===== config.mk =====
export PLATFORM = sky130hd
export DESIGN_NAME = imem_loader
export DESIGN_NICKNAME = d
export VERILOG_FILES = /design/src/rtl/imem_loader.sv
export SDC_FILE = /design/constraint.sdc
export NUM_CORES = 1
export LEC_CHECK = 0
export BUFFER_PORTS_ARGS = -buffer_cell sky130_fd_sc_hd__buf_2
export CORE_MARGIN = 2
export CORE_UTILIZATION = 61
export DETAILED_ROUTE_END_ITERATION = 16
export GPL_ROUTABILITY_DRIVEN = 1
export PLACE_DENSITY = 0.89
export SYNTH_ARGS = -nofsm -noshare
export SYNTH_HDL_FRONTEND = slang
export SYNTH_SLANG_ARGS = --single-unit

===== constraint.sdc =====
create_clock -name clk -period 4.6 [get_ports clk]
set_input_delay 0.46 -clock clk [delete_from_list [all_inputs] [get_ports clk]]
set_output_delay 0.46 -clock clk [all_outputs]
set_load 0.02 [all_outputs]

===== src/rtl/imem_loader.sv =====
// imem_loader: streams a program from an 8-bit host byte interface into the
// instruction buffer. It assembles bytes into buffer words, drives the buffer
// write port, and holds the PAT core in reset while a load is in progress.
//
// Host handshake: a byte moves on a rising clk edge where host_valid and
// host_ready are both high. host_ready depends only on the registered state,
// so there is no combinational path from host_valid to host_ready. The host
// may hold host_valid and host_data steady across cycles where host_ready is
// low, and nothing is consumed in those cycles. host_abort in any non-IDLE
// state takes priority over a byte offered in the same cycle; that byte is
// dropped.
module imem_loader #(
  parameter int I_ADR_WIDTH  = 8,
  parameter int I_WORD_WIDTH = 46
) (
  input  logic                    clk,
  input  logic                    reset,
  input  logic [7:0]              host_data,
  input  logic                    host_valid,
  output logic                    host_ready,
  input  logic                    host_abort,
  output logic [I_ADR_WIDTH-1:0]  imem_write_adr,
  output logic                    imem_write,
  output logic [I_WORD_WIDTH-1:0] imem_in,
  output logic                    pat_hold,
  output logic                    busy,
  output logic                    done,
  output logic                    load_error,
  output logic [2:0]              state_dbg
);

  localparam int BYTES_PER_WORD = (I_WORD_WIDTH + 7) / 8;
  localparam int ASM_W          = 8 * (BYTES_PER_WORD - 1);
  localparam int BIDX_W         = $clog2(BYTES_PER_WORD);
  localparam int CNT_W          = I_ADR_WIDTH + 1;

  localparam logic [BIDX_W-1:0] LAST_BYTE = BIDX_W'(BYTES_PER_WORD - 1);
  localparam logic [CNT_W-1:0]  CNT_ONE   = CNT_W'(1);
  localparam logic [CNT_W-1:0]  CNT_FULL  = CNT_W'(1) << I_ADR_WIDTH;

  typedef enum logic [2:0] {
    S_IDLE    = 3'd0,
    S_COUNT   = 3'd1,
    S_DATA    = 3'd2,
    S_WRITE   = 3'd3,
    S_RELEASE = 3'd4
  } state_t;

  state_t                  state;
  state_t                  state_next;
  logic [CNT_W-1:0]        word_cnt;
  logic [BIDX_W-1:0]       byte_idx;
  logic [ASM_W-1:0]        asm_reg;
  logic                    abort_hit;
  logic                    accept;
  logic [I_ADR_WIDTH-1:0]  byte_as_adr;

  assign abort_hit   = host_abort && (state != S_IDLE);
  assign accept      = host_valid && host_ready && !abort_hit;
  assign busy        = (state != S_IDLE);
  assign state_dbg   = state;
  assign byte_as_adr = I_ADR_WIDTH'(host_data);

  // State register.
  always_ff @(posedge clk or negedge reset) begin
    if (!reset) state <= S_IDLE;
    else        state <= state_next;
  end

  // Next-state decode plus the state-derived strobes (ready, write, done).
  always_comb begin
    state_next = state;
    host_ready = 1'b0;
    imem_write = 1'b0;
    done       = 1'b0;
    case (state)
      S_IDLE: begin
        host_ready = 1'b1;
        if (host_valid) state_next = S_COUNT;
      end
      S_COUNT: begin
        host_ready = 1'b1;
        if (abort_hit)       state_next = S_IDLE;
        else if (host_valid) state_next = S_DATA;
      end
      S_DATA: begin
        host_ready = 1'b1;
        if (abort_hit)                                state_next = S_IDLE;
        else if (host_valid && byte_idx == LAST_BYTE) state_next = S_WRITE;
      end
      S_WRITE: begin
        // The write lands this cycle even if an abort arrives alongside it.
        imem_write = 1'b1;
        if (abort_hit)               state_next = S_IDLE;
        else if (word_cnt == CNT_ONE) state_next = S_RELEASE;
        else                          state_next = S_DATA;
      end
      S_RELEASE: begin
        done       = 1'b1;
        state_next = S_IDLE;
      end
      default: state_next = S_IDLE;
    endcase
  end

  // Datapath: address, word counter, byte assembly, output word and flags.
  always_ff @(posedge clk or negedge reset) begin
    if (!reset) begin
      imem_write_adr <= '0;
      imem_in        <= '0;
      word_cnt       <= '0;
      byte_idx       <= '0;
      asm_reg        <= '0;
      pat_hold       <= 1'b0;
      load_error     <= 1'b0;
    end else if (abort_hit) begin
      // Abort leaves the PAT held and the counters untouched.
      load_error <= 1'b1;
      byte_idx   <= '0;
    end else begin
      case (state)
        S_IDLE: begin
          if (accept) begin
            imem_write_adr <= byte_as_adr;
            pat_hold       <= 1'b1;
          end
        end
        S_COUNT: begin
          if (accept) begin
            word_cnt <= (byte_as_adr == '0) ? CNT_FULL : CNT_W'(byte_as_adr);
            byte_idx <= '0;
          end
        end
        S_DATA: begin
          if (accept) begin
            if (byte_idx == LAST_BYTE) begin
              // Final byte goes straight into the output word; bits beyond
              // the word width are dropped by the cast.
              imem_in  <= I_WORD_WIDTH'({host_data, asm_reg});
              byte_idx <= '0;
            end else begin
              for (int k = 0; k < BYTES_PER_WORD - 1; k++) begin
                if (byte_idx == BIDX_W'(k)) asm_reg[8*k +: 8] <= host_data;
              end
              byte_idx <= byte_idx + 1'b1;
            end
          end
        end
        S_WRITE: begin
          imem_write_adr <= imem_write_adr + 1'b1;
          word_cnt       <= word_cnt - CNT_ONE;
        end
        S_RELEASE: begin
          pat_hold   <= 1'b0;
          load_error <= 1'b0;
        end
        default: ;
      endcase
    end
  end

endmodule


==> results.py <==
metrics = {
    "cts": {
        "clock_latency_ns": 0.37,
        "post_cts.repair.setup_buffers": 0,
        "cts_tree": "yes",
        "numCtsBuffers": 9,
        "cts.clk_slew.worst_paths_ns": 0.10,
        "holdBufCountCts": 0,
        "cts_root_buf": "clkbuf_8",
        "clock-sinks": 111,
        "cts_resized": 0,
        "htreeDepth": 3,
        "clockBufferDepth": 2,
    },
    "timing": {
        "finalWorstSetupSlack_ns": 1.51,
        "setup_viol": 0,
        "relSlewSlack_pct": 26.4,
        "worstMarginPinSlew_ns": 1.10,
        "hold_viol_final": 0,
        "clock.fmax_mhz": 324,
        "drv_slew": 0,
        "rsz0062_at_grt": "no",
        "min_period_over_period_pct": 67.1,
        "fin_skew_ns": 0.0110,
        "tns_ns": 0,
        "finalCriticalPeriod_ns": 3.09,
    },
    "drt": {
        "vias": 3142,
        "post-route-drc-count": 0,
        "post_drt_wl_per_cell_um": 17.8,
        "initialDrtViolationCount": 256,
        "vias_per_cell": 5.81,
        "totalWireLength_um": 9610,
        "dr.pass1.iters": 4,
        "antenna_left": 0,
    },
    "floorplanning": {
        "dieArea_um2": 8640,
        "core-area_um2": 7690,
        "die_h_um": 93.0,
        "die_x_um": 93.0,
        "rows": 32,
        "start_util_pct": 62.8,
        "ios": 75,
    },
    "placement": {
        "globalplace.congestion": 0.850,
        "hpwl_um": 6370,
        "post-place-ws_ns": 2.01,
        "postPlaceCellArea_um2": 5190,
        "io_buffers": 74,
    },
    "synth": {
        "synth-seq-cells": 111,
        "synth_edf_count": 0,
        "synth_cells": 370,
        "avgSynthCellArea_um2": 13.0,
        "netlist_top_cells_area": "dfrtp_1 (58%), mux2_2 (18%), o21ai_0 (2.5%)",
        "syn_nets": 386,
        "synth_common_cells": "dfrtp_1 (111), mux2_2 (79), o21ai_0 (24), nor2_1 (16), a21oi_1 (15)",
        "seq_area_frac_synth_pct": 57.5,
        "postSynth.asyncResetShare_pct": 100,
        "synth_cell_types": 53,
        "synth.most_common_cell": "dfrtp_1",
        "synth-main-ff-cell": "dfrtp_1",
        "synth_top_area_share_pct": 57.5,
        "netlist_area_um2": 4830,
        "synth_top_cell_by_area": "dfrtp_1",
        "yosys_warnings": 0,
    },
    "finish": {
        "syn2layout_area_growth_pct": 11.9,
        "fillers": 549,
        "fin_nets": 450,
        "n_antenna_cell": 0,
        "design_area_um2": 5400,
        "largest_reg_flops": 46,
        "drive_gt1_share_pct": 43.3,
    },
    "global_routing": {
        "grt_max_degree": 91,
        "grt_pass1_wl_um": 15700,
        "grtUsageTotal_pct": 23.6,
        "grt_pass1_vias": 3114,
        "grt_remaining_overflow": 0,
        "antenna_found_initial": 0,
    },
    "critical_path": {
        "r2r_cells": 5,
        "slowest_delay_ns": 0.70,
        "crit_chain": "nand3b_1 > inv_1 > buf_2",
        "reg2reg_to": "imem_write_adr[7]",
        "cp-end-kind": "primary output",
        "slowest_stage": "inv_1",
        "crit_required_ns": 4.14,
        "r2r-start": "state_dbg[0]",
        "cp_max_fo": 24,
        "rrSetupSlack_ns": 2.02,
        "arrival_ns": 2.63,
        "endpoint": "imem_write",
        "path_class": "flip-flop to primary output",
        "startpoint": "state_dbg[0]",
        "setup.worst_path.start_class": "flip-flop",
    },
    "run": {
        "cap_violations": 0,
    },
    "pwr": {
        "p_leak_uw": 0.00281,
        "cellPowerDensity_nw_per_um2": 388,
        "irDropWorstVdd_mv": 0.191,
    },
    "run_status": {
        "status": "completed",
    },
    "worst_hold_path": {
        "hp-class": "input pin to async pin",
    },
}
layout make-up:
| class | count | area, µm² | share of cell area (%) |
|---|---|---|---|
| sequential | 111 | 2780 | 51.4 |
| multi-input combinational | 227 | 1870 | 34.5 |
| timing repair buffer | 75 | 380 | 7.04 |
| tap | 102 | 128 | 2.36 |
| clock inverter | 6 | 75.1 | 1.39 |
| clock buffer | 10 | 138 | 2.55 |
| inverter | 10 | 37.5 | 0.695 |
through the flow:
step / util [%] / instances / hold slack, ns / power (µW)
3_3_place_gp: 67.5 / 525 / 0.476 / 1470
6_report: 70.3 / 541 / 0.280 / 2100
2_1_floorplan: - / 370 / 0.164 / 1380
3_5_place_dp: 67.5 / 525 / 0.475 / 1490
4_1_cts: 70.3 / 541 / 0.324 / 2100
5_1_grt: 70.3 / 541 / 0.377 / 2200
routing by layer:
metal  global-route usage, %  vias up  share of wire, %
met5                       0        -                 0
met4                    6.86        0               1.2
met3                    5.29       14               6.8
met2                    38.6      114                50
met1                    32.1     1562                42
li1                        -     1452                 -
power by group:
group	switching, µW	internal, µW
logic	193	126
clock network	346	277
registers	87.1	1070
total	627	1470
how the worst min path moves through the flow:
stage                        to  slack [ns]         from  depth (start not counted)
floorplan            asm_reg[0]        0.16        reset                          0
global placement    word_cnt[7]        0.48  word_cnt[7]                          1
detailed placement  word_cnt[7]        0.47  word_cnt[7]                          1
CTS                 imem_in[45]        0.32        reset                          1
global route         imem_in[4]        0.38        reset                          1
finish               imem_in[4]        0.28        reset                          1
placed cells by master (no fill, tap or decap), types with 8 or more instances in the layout:
master | netlist | final
inv_1 | 10 | 10
nand2_1 | 14 | 14
mux2_4 | 8 | 8
a21oi_1 | 15 | 15
mux2_2 | 79 | 79
dfrtp_1 | 111 | 111
nor2_1 | 16 | 16
buf_2 | 5 | 73
clkbuf_8 | 0 | 10
o21ai_0 | 24 | 24
critical path, delay by kind of cell, from the launching register on:
family / cells / cell delay (ns)
buffers and inverters: 2 / 0.97
flip-flops: 1 / 0.62
AND/OR/NAND/NOR: 1 / 0.67
cell families after synthesis:
| kind of cell | count (synthesis) | synth area share (%) |
|---|---|---|
| flops | 111 | 57.5 |
| buf+inv | 32 | 3.81 |
| mux | 88 | 21.1 |
| fa+ha+maj | 4 | 1.04 |
| simple gates | 73 | 8.76 |
| compound gates | 62 | 7.72 |
No activity file was read; power rests on OpenSTA's default activity.
